[config.mk]
export PLATFORM = sky130hd
export DESIGN_NAME = instr_sequencer_flat
export DESIGN_NICKNAME = d
export VERILOG_FILES = /design/src/rtl/instr_sequencer_pkg.sv /design/src/rtl/instr_sequencer_if.sv /design/src/rtl/instr_sequencer_handshake_timer.sv /design/src/rtl/instr_sequencer.sv /design/src/flat_wrapper.sv
export SDC_FILE = /design/constraint.sdc
export NUM_CORES = 1
export LEC_CHECK = 0
export CORE_ASPECT_RATIO = 1.4
export CORE_UTILIZATION = 49
export DETAILED_ROUTE_END_ITERATION = 12
export GPL_TIMING_DRIVEN = 0
export PLACE_DENSITY = 0.88
export RECOVER_POWER = 100
export SETUP_SLACK_MARGIN = 0.05
export SLEW_MARGIN = 15
export SYNTH_ARGS = -nofsm -noshare
export SYNTH_HDL_FRONTEND = slang
export SYNTH_SLANG_ARGS = --single-unit
[constraint.sdc]
create_clock -name clock -period 3.21 [get_ports clock]
set_input_delay 0.642 -clock clock [delete_from_list [all_inputs] [get_ports clock]]
set_output_delay 0.642 -clock clock [all_outputs]
set_load 0.01 [all_outputs]
[src/rtl/instr_sequencer_pkg.sv]
// Shared types and constants for the addi/lw/sw multi-cycle sequencer.
// Holds the FSM state encoding, the opcode fields and the instruction classifier.
package instr_sequencer_pkg;

    typedef enum logic [2:0] {
        S_IDLE   = 3'd0,
        S_FETCH  = 3'd1,
        S_DECODE = 3'd2,
        S_EXEC   = 3'd3,
        S_MEM    = 3'd4,
        S_WB     = 3'd5,
        S_HALT   = 3'd6
    } state_e;

    typedef enum logic [1:0] {
        CLS_ILLEGAL = 2'd0,
        CLS_ADDI    = 2'd1,
        CLS_LW      = 2'd2,
        CLS_SW      = 2'd3
    } instr_cls_e;

    localparam logic [4:0]  OP_OPIMM = 5'b00100;
    localparam logic [4:0]  OP_LOAD  = 5'b00000;
    localparam logic [4:0]  OP_STORE = 5'b01000;
    localparam logic [2:0]  F3_ADDI  = 3'b000;
    localparam logic [2:0]  F3_W     = 3'b010;
    localparam logic [31:0] PC_STEP  = 32'd4;

    function automatic instr_cls_e classify(input logic [4:0] opcode, input logic [2:0] funct3);
        instr_cls_e cls;
        cls = CLS_ILLEGAL;
        if ((opcode == OP_OPIMM) && (funct3 == F3_ADDI)) begin
            cls = CLS_ADDI;
        end else if ((opcode == OP_LOAD) && (funct3 == F3_W)) begin
            cls = CLS_LW;
        end else if ((opcode == OP_STORE) && (funct3 == F3_W)) begin
            cls = CLS_SW;
        end else begin
            cls = CLS_ILLEGAL;
        end
        return cls;
    endfunction

endpackage

[src/rtl/instr_sequencer_if.sv]
// Instruction- and data-memory handshake bundle between the sequencer (master)
// and the memory side (slave).
interface instr_sequencer_if;

    logic        imem_req;
    logic [31:0] imem_addr;
    logic        imem_ack;
    logic [31:0] imem_rdata;
    logic        dmem_req;
    logic        dmem_we;
    logic        dmem_ack;

    modport master (
        output imem_req, imem_addr, dmem_req, dmem_we,
        input  imem_ack, imem_rdata, dmem_ack
    );

    modport slave (
        input  imem_req, imem_addr, dmem_req, dmem_we,
        output imem_ack, imem_rdata, dmem_ack
    );

endinterface

[src/rtl/instr_sequencer_handshake_timer.sv]
// Counts cycles a request waits without ack; flags the final allowed cycle so
// the sequencer can abort on the following edge unless ack arrives in it.
module instr_sequencer_handshake_timer #(
    parameter int unsigned ACK_TIMEOUT = 16
) (
    input  logic clock,
    input  logic reset,
    input  logic wait_i,
    input  logic ack_i,
    output logic expire_o
);

    localparam int unsigned    CW   = (ACK_TIMEOUT > 1) ? $clog2(ACK_TIMEOUT) : 1;
    localparam logic [CW-1:0]  LAST = CW'(ACK_TIMEOUT - 1);

    logic [CW-1:0] cnt_q;
    logic [CW-1:0] cnt_d;

    assign expire_o = wait_i && !ack_i && (cnt_q == LAST);

    // Idle or acknowledged handshakes clear the count, so every new wait starts at zero.
    always_comb begin
        cnt_d = cnt_q;
        if (!wait_i || ack_i) begin
            cnt_d = '0;
        end else if (cnt_q != LAST) begin
            cnt_d = cnt_q + CW'(1);
        end else begin
            cnt_d = cnt_q;
        end
    end

    // Wait counter register.
    always_ff @(posedge clock or negedge reset) begin
        if (!reset) begin
            cnt_q <= '0;
        end else begin
            cnt_q <= cnt_d;
        end
    end

endmodule

[src/rtl/instr_sequencer.sv]
// Multi-cycle control FSM for the addi/lw/sw datapath: fetch, decode, execute,
// memory and write-back phases, PC and retired-count ownership, halt and errors.
module instr_sequencer
    import instr_sequencer_pkg::*;
#(
    parameter logic [31:0] RESET_PC    = 32'h0000_0000,
    parameter int unsigned ACK_TIMEOUT = 16
) (
    input  logic                     clock,
    input  logic                     reset,
    input  logic                     start,
    instr_sequencer_if.master        bus,
    output logic [31:0]              ir,
    output logic                     decode_en,
    output logic                     alu_en,
    output logic                     rf_we,
    output logic [31:0]              pc,
    output logic [31:0]              instret,
    output logic [2:0]               state,
    output logic                     halted,
    output logic                     err_illegal,
    output logic                     err_timeout
);

    state_e      state_q, state_d;
    logic [31:0] pc_q, pc_d;
    logic [31:0] ir_q, ir_d;
    logic [31:0] instret_q, instret_d;
    logic        err_illegal_q, err_illegal_d;
    logic        err_timeout_q, err_timeout_d;
    logic        imem_req_q, dmem_req_q, dmem_we_q;
    logic        decode_en_q, alu_en_q, rf_we_q, halted_q;

    instr_cls_e  cls_s;
    logic        imem_take_s, dmem_take_s;
    logic        wait_s, ack_s, expire_s;

    assign cls_s       = classify(ir_q[6:2], ir_q[14:12]);
    assign imem_take_s = imem_req_q && bus.imem_ack;
    assign dmem_take_s = dmem_req_q && bus.dmem_ack;
    assign wait_s      = imem_req_q || dmem_req_q;
    assign ack_s       = imem_take_s || dmem_take_s;

    instr_sequencer_handshake_timer #(
        .ACK_TIMEOUT(ACK_TIMEOUT)
    ) u_timer (
        .clock   (clock),
        .reset   (reset),
        .wait_i  (wait_s),
        .ack_i   (ack_s),
        .expire_o(expire_s)
    );

    // Next-state, PC, instruction register and sticky error logic.
    always_comb begin
        state_d       = state_q;
        pc_d          = pc_q;
        ir_d          = ir_q;
        instret_d     = instret_q;
        err_illegal_d = err_illegal_q;
        err_timeout_d = err_timeout_q;
        case (state_q)
            S_IDLE: begin
                if (start) state_d = S_FETCH;
                else       state_d = S_IDLE;
            end
            S_FETCH: begin
                if (imem_take_s) begin
                    ir_d    = bus.imem_rdata;
                    state_d = S_DECODE;
                end else if (expire_s) begin
                    err_timeout_d = 1'b1;
                    state_d       = S_HALT;
                end else begin
                    state_d = S_FETCH;
                end
            end
            S_DECODE: begin
                if (cls_s == CLS_ILLEGAL) begin
                    err_illegal_d = 1'b1;
                    state_d       = S_HALT;
                end else begin
                    state_d = S_EXEC;
                end
            end
            S_EXEC: begin
                if (cls_s == CLS_ADDI) state_d = S_WB;
                else                   state_d = S_MEM;
            end
            S_MEM: begin
                // Stores retire straight out of MEM; loads still need a write-back.
                if (dmem_take_s) begin
                    if (cls_s == CLS_SW) begin
                        pc_d      = pc_q + PC_STEP;
                        instret_d = instret_q + 32'd1;
                        state_d   = S_FETCH;
                    end else begin
                        state_d = S_WB;
                    end
                end else if (expire_s) begin
                    err_timeout_d = 1'b1;
                    state_d       = S_HALT;
                end else begin
                    state_d = S_MEM;
                end
            end
            S_WB: begin
                pc_d      = pc_q + PC_STEP;
                instret_d = instret_q + 32'd1;
                state_d   = S_FETCH;
            end
            S_HALT: begin
                state_d = S_HALT;
            end
            default: begin
                state_d = S_HALT;
            end
        endcase
    end

    // State and registered Moore outputs; reset drops the requests without a clock.
    always_ff @(posedge clock or negedge reset) begin
        if (!reset) begin
            state_q       <= S_IDLE;
            pc_q          <= RESET_PC;
            ir_q          <= 32'h0000_0000;
            instret_q     <= 32'h0000_0000;
            err_illegal_q <= 1'b0;
            err_timeout_q <= 1'b0;
            imem_req_q    <= 1'b0;
            dmem_req_q    <= 1'b0;
            dmem_we_q     <= 1'b0;
            decode_en_q   <= 1'b0;
            alu_en_q      <= 1'b0;
            rf_we_q       <= 1'b0;
            halted_q      <= 1'b0;
        end else begin
            state_q       <= state_d;
            pc_q          <= pc_d;
            ir_q          <= ir_d;
            instret_q     <= instret_d;
            err_illegal_q <= err_illegal_d;
            err_timeout_q <= err_timeout_d;
            imem_req_q    <= (state_d == S_FETCH);
            dmem_req_q    <= (state_d == S_MEM);
            dmem_we_q     <= (state_d == S_MEM) && (cls_s == CLS_SW);
            decode_en_q   <= (state_d == S_DECODE);
            alu_en_q      <= (state_d == S_EXEC);
            rf_we_q       <= (state_d == S_WB);
            halted_q      <= (state_d == S_HALT);
        end
    end

    assign bus.imem_req  = imem_req_q;
    assign bus.imem_addr = pc_q;
    assign bus.dmem_req  = dmem_req_q;
    assign bus.dmem_we   = dmem_we_q;
    assign ir            = ir_q;
    assign decode_en     = decode_en_q;
    assign alu_en        = alu_en_q;
    assign rf_we         = rf_we_q;
    assign pc            = pc_q;
    assign instret       = instret_q;
    assign state         = state_q;
    assign halted        = halted_q;
    assign err_illegal   = err_illegal_q;
    assign err_timeout   = err_timeout_q;

endmodule

[src/flat_wrapper.sv]
// flat-port wrapper written by rule: the top's interface ports become plain ports
module instr_sequencer_flat import instr_sequencer_pkg::*;
#(
    parameter logic [31:0] RESET_PC    = 32'h0000_0000,
    parameter int unsigned ACK_TIMEOUT = 16
)
  (clock, reset, start, ir, decode_en, alu_en, rf_we, pc, instret, state, halted, err_illegal, err_timeout, bus_imem_req, bus_imem_addr, bus_dmem_req, bus_dmem_we, bus_imem_ack, bus_imem_rdata, bus_dmem_ack);
  instr_sequencer_if bus_i ();
  input  logic clock;
  input  logic reset;
  input  logic start;
  output logic [31:0] ir;
  output logic decode_en;
  output logic alu_en;
  output logic rf_we;
  output logic [31:0] pc;
  output logic [31:0] instret;
  output logic [2:0] state;
  output logic halted;
  output logic err_illegal;
  output logic err_timeout;
  output wire logic [$bits(bus_i.imem_req)-1:0] bus_imem_req;
  output wire logic [$bits(bus_i.imem_addr)-1:0] bus_imem_addr;
  output wire logic [$bits(bus_i.dmem_req)-1:0] bus_dmem_req;
  output wire logic [$bits(bus_i.dmem_we)-1:0] bus_dmem_we;
  input wire logic [$bits(bus_i.imem_ack)-1:0] bus_imem_ack;
  input wire logic [$bits(bus_i.imem_rdata)-1:0] bus_imem_rdata;
  input wire logic [$bits(bus_i.dmem_ack)-1:0] bus_dmem_ack;
  assign bus_imem_req = bus_i.imem_req;
  assign bus_imem_addr = bus_i.imem_addr;
  assign bus_dmem_req = bus_i.dmem_req;
  assign bus_dmem_we = bus_i.dmem_we;
  assign bus_i.imem_ack = bus_imem_ack;
  assign bus_i.imem_rdata = bus_imem_rdata;
  assign bus_i.dmem_ack = bus_dmem_ack;
  instr_sequencer #(.RESET_PC(RESET_PC), .ACK_TIMEOUT(ACK_TIMEOUT)) u_core (.clock(clock), .reset(reset), .start(start), .bus(bus_i), .ir(ir), .decode_en(decode_en), .alu_en(alu_en), .rf_we(rf_we), .pc(pc), .instret(instret), .state(state), .halted(halted), .err_illegal(err_illegal), .err_timeout(err_timeout));
endmodule
# Word level (Yosys, flattened, before mapping)
# Index checks and enable logic that the tools add are counted.
[totals]
wordCells = 87
in_bits = 37
regBits = 112
[op_classes]
n_addsub = 3
n_mux = 24
n_reduce_logical = 24
n_eq_ne = 22
[op_table]
columns = ["op", "n"]
rows = [
  ["two-way mux 32 bit", 4],
  ["case mux 32 bit (2 select lines)", 2],
  ["adder 32 x 1 -> 32 bit, second input constant", 1],
  ["adder 32 x 3 -> 32 bit, second input constant", 1],
  ["case mux 3 bit (6 select lines)", 1],
  ["equality test 3 x 2 -> 1 bit, second input constant", 5],
  ["equality test 3 bit, second input constant", 5],
  ["two-way mux 3 bit", 5],
  ["logical AND 1 bit", 8],
  ["two-way mux 2 bit", 4],
  ["two-way mux 4 bit", 2],
  ["equality test 3 x 1 -> 1 bit, second input constant", 2],
  ["zero test 3 bit", 2],
  ["AND reduction 3 bit", 2],
  ["nonzero test 2 bit", 3],
  ["equality test 5 x 3 -> 1 bit, second input constant", 1],
  ["equality test 5 x 4 -> 1 bit, second input constant", 1],
  ["zero test 5 bit", 1],
  ["two-way mux 1 bit", 5],
  ["adder 4 x 1 -> 4 bit, second input constant", 1],
  ["equality test 4 bit, second input constant", 1],
  ["!= test 2 x 1 -> 1 bit, second input constant", 2],
  ["!= test 2 bit, second input constant", 2],
  ["!= test 4 bit, second input constant", 1],
  ["7 further kinds", 11],
]

# Depth between registers and ports, before layout
[depth]
word_depth = 11
ltp_mapped = 7
mapped_depth_nobuf = 6

# Cells and area by module
# A second synthesis with hierarchy kept.
[unflattened]
hier_cells = 498
hier_area_um2 = 5153.7
[modules_own_cells]
columns = ["module", "n_inst", "area_per_inst_um2", "cells_each", "seq_area_each_um2"]
rows = [
  ["instr_sequencer", 1, 4926.0, 477, 2652.5],
  ["instr_sequencer_handshake_timer", 1, 227.7, 21, 100.1],
]

# Least setup slack after synthesis
# No wires, ideal clock.
[synth_path]
kind = "register to register"
startpoint = "reg u_core.instret_q[0] (netlist: u_core.instret[0])"
endpoint = "reg u_core.instret_q[28] (netlist: u_core.instret[28])"
stages_incl_launch_ff = 7
synth_period_minus_slack_ps = 2007
arrival_ps = 1881
slack_ps = 1203
t_required_ps = 3084
path_cell_list = "dfrtp_1 > ha_1 > nand3_1 > or4_4 > nor4_4 > nand4_1 > xnor2_1"
[synth_between]
elab_chain_cells = 4
[synth_rtl]
columns = ["element", "line", "text"]
rows = [
  ["from (decl)", "instr_sequencer.sv:28", "logic [31:0] instret_q, instret_d;"],
  ["from (signal assigned)", "instr_sequencer.sv:141", "instret_q <= instret_d;"],
  ["adder 32 x 1 -> 32 bit *", "instr_sequencer.sv:95, instr_sequencer.sv:109", ""],
  ["two-way mux 32 bit", "instr_sequencer.sv:93", "if (cls_s == CLS_SW) begin"],
  ["two-way mux 32 bit", "instr_sequencer.sv:92", "if (dmem_take_s) begin"],
  ["case mux 32 bit (2 select lines) *", "instr_sequencer.sv:62", "case (state_q)"],
]
# Every way passes the cells marked *; elsewhere a longest branch is shown, timed or not. The select of a mux whose other input is x is not followed.
# A chain may end at the register's enable or synchronous reset.

# Worst setup path after layout
[layout_path]
startpoint = "in bus_dmem_ack"
endpoint = "reg u_core.instret_q[12] (netlist: u_core.instret[12])"
[layout_between]
elab_chain_cells = 3
[layout_rtl]
columns = ["element", "line", "text"]
rows = [
  ["from (decl)", "flat_wrapper.sv:28", "input wire logic [$bits(bus_i.dmem_ack)-1:0] bus_dmem_ack;"],
  ["logical AND 1 bit", "instr_sequencer.sv:40", "assign dmem_take_s = dmem_req_q && bus.dmem_ack;"],
  ["!= test 2 x 1 -> 1 bit (no source line)", "n/a", ""],
  ["AND reduction 3 bit (no source line)", "n/a", ""],
]
# Every way passes these cells.

==> qor.yml <==
clk_path_buf_depth: 2
p_seq_frac: 0.410
pwr-share-clk: 0.238
violations: "max-capacitance violations, max-slew violations"
postPlaceCellArea_sq_mm: 0.00710
layout-drive-gt1-share: 0.144
dpl.hpwl_microns: 9690
synth_cells: 452
max_stage_delay_ns: 0.55
fmax_mhz: 367
core_sq_mm: 0.0103
netlist_area_sq_mm: 0.00517
grt_pass1_vias: 4108
ant_nets: 0
relSlewSlack: -0.0881
hold_buffers: 0
switchingPower_mw: 1.56
synth_area_leaders: "dfrtp_1 53%, mux2_2 6.8%, xor2_1 6.1%"
maxSlewViolCount: 67
cp_max_fo: 10
grt_usage: 0.246
status: "finished, violations left"
p_comb_frac: 0.352
placed_cells: 766
powerDensity_mw_per_mm2: 650
multi_input_area_sq_mm: 0.00200
drv_cap: 1
rsz0062_at_grt: "no"
ys_warn_count: 0
setup_viol: 0
antenna_found_initial: 0
avgSynthCellArea_sq_um: 11.4
viasPerCell: 5.21
routedWlPerCell_microns: 16.3
crit_slowest_cell: "dlygate4sd3_1"
drtPass1Iterations: 4
drt_iter0_drc: 192
htreeDepth: 3
dieHeight_microns: 123
fp.dieW_microns: 88.8
cts.repair.resized: 0
cp.depth: 7
seq_area_sq_mm: 0.00275
place.gp.congestion: 0.801
root_buffer: "clkbuf_16"
crit_chain: "dlygate4sd3_1, and2_0, a41oi_1, or3_1, clkbuf_1, nor3_1, xor2_1"
dieArea_sq_mm: 0.0110
synth_top_area_share: 0.533
synth-main-ff-cell: "dfrtp_1"
cts_tree: "done"
power.leakage_nw: 3.54
tns_ns: 0
hold_viol_final: 0
cts.clk_slew.worst_paths_ns: 0.08
initial_core_util: 0.502
ir_worst_vdd_uv: 517
grt-ovfl-total: 0
yosysTopAreaCell: "dfrtp_1"
cts_setup_buffers: 0
p_total_mw: 4.74
synth_seq_cells: 110
period_share: 0.848
required_ns: 3.49
portBuffers: 172
endpoint_kind: "flop"
swShare: 0.329
seq_area_frac_synth: 0.533
syn_to_final_growth_pct: 41.2
drc: 0
synth.distinct_cells: 49
grt_pass1_wl_microns: 20200
worstPathArrival_ns: 3.01
internal_power_mw: 3.19
num_rows: 44
grt_max_degree: 67
fin_crit_ns: 2.72
final_cell_area_sq_mm: 0.00730
worst_hold_path_type: "input port to async pin"
cp-start-kind: "input port"
wirelength_microns: 12700
tightest_slew_ns: 1.63
cp_top_family: "simple AND/OR/NAND/NOR gates"
vias: 4073
r2r_cells: 6
instances_no_fill: 782
antenna_cells: 0
synth_edf_count: 0
ioPinCount: 177
clock_latency_ns: 0.35
cp_num_buf_inv: 2
worst-setup-path-type: "input port to flop"
fin_nets: 679
skew_ns: 0.0102
clock-sinks: 110
async_flop_share: 1.00
num-fill-cells: 745
cts_made_buffers: 9
final_util: 0.709
==> state kept, by name, summed over array words and instances, names as in the netlist <==
signal	count
u_core.alu_en	1
u_core.bus.dmem_req	1
u_core.bus.dmem_we	1
u_core.bus.imem_addr	30
u_core.bus.imem_req	1
u_core.decode_en	1
u_core.err_illegal	1
u_core.err_timeout	1
u_core.halted	1
u_core.instret	32
u_core.ir	32
u_core.rf_we	1
u_core.state	3
u_core.u_timer.cnt_q	4
==> worst register-to-register path, cell delays in order (launching register included) <==
cell and delay (ns):
dfrtp_1 0.43, ha_1 0.20, nand3_1 0.19, or4_4 0.58
nor4_1 0.62, nand4_1 0.20, xnor2_1 0.17
==> final cells by class <==
cell class | count | share of cell area
multi-input combinational | 287 | 0.274
clock inverter | 7 | 0.00995
tap | 138 | 0.0237
inverter | 13 | 0.00669
clock buffer | 9 | 0.0309
timing repair buffer | 173 | 0.237
sequential | 110 | 0.377
buffer | 45 | 0.0406
==> power groups by stage <==
stage	sequential, mW	combinational, mW	clock, mW
6_report	1.95	1.67	1.13
5_1_grt	2.00	1.81	1.19
4_1_cts	1.96	1.84	1.14
3_5_place_dp	1.99	1.83	0
3_3_place_gp	1.96	1.76	0
2_1_floorplan	2.08	0.768	0
==> through the flow <==
step	setup WS, ns	hold WS (ns)
finish	0.488	0.202
global route	0.341	0.233
CTS	0.724	0.219
detailed placement	0.394	0.477
global placement	-2.55	0.446
floorplan	1.20	0.346
==> logic make-up after synthesis <==
logic type / count (synthesis) / share of synthesized area
adder cells (fa/ha/maj): 3 / 0.00727
AO/OA/AOI/OAI: 18 / 0.0303
buffers and inverters: 58 / 0.0693
XOR/XNOR: 63 / 0.107
AND/OR/NAND/NOR: 167 / 0.183
other: 1 / 0.000726
flip-flops: 110 / 0.533
multiplexers: 32 / 0.0695
==> cells in the final DEF (no fill, tap or decap), types with 16 or more instances in the layout <==
cell type          n
nand4_1           16
dfrtp_1          110
dlygate4sd3_1    138
mux2_2            31
nor2_1            27
clkdlybuf4s50_1   33
nor3_1            18
nand2_1           37
nand3_1           22
xnor2_1           27
buf_4             34
xor2_1            36
==> synthesized netlist by cell type (3+ instances only) <==
cell type / instances
and3_1: 7
or2_2: 4
ha_1: 3
mux2_2: 31
nor3_2: 6
buf_4: 34
nand4_1: 16
dfrtp_1: 110
inv_1: 13
xnor2_1: 27
nor2_1: 26
xor2_1: 36
buf_2: 4
nor2b_1: 5
nor3_1: 14
nor4_1: 11
nor3b_1: 6
clkbuf_1: 6
nand2_1: 37
nand3_1: 22
==> final timing paths <==
kind | start | endpoint | slack (ns)
min | reset | u_core.ir[26] | 0.20
max | bus_dmem_ack | u_core.instret[12] | 0.49
max reg2reg | u_core.instret[0] | u_core.instret[30] | 0.71
max in group asynchronous | reset | u_core.bus.imem_addr[5] | 1.09
min reg2reg | u_core.err_timeout | u_core.err_timeout | 0.49
min in group clock | u_core.err_timeout | u_core.err_timeout | 0.49
==> routing by layer <==
metal / share of wire / routed length (microns) / track usage
met1: 0.38 / 4820 / 0.279
met2: 0.55 / 6950 / 0.440
met3: 0.045 / 578 / 0.0327
met4: 0.029 / 371 / 0.133
met5: 0 / 0 / 0
(Power assumes the default switching activity.)
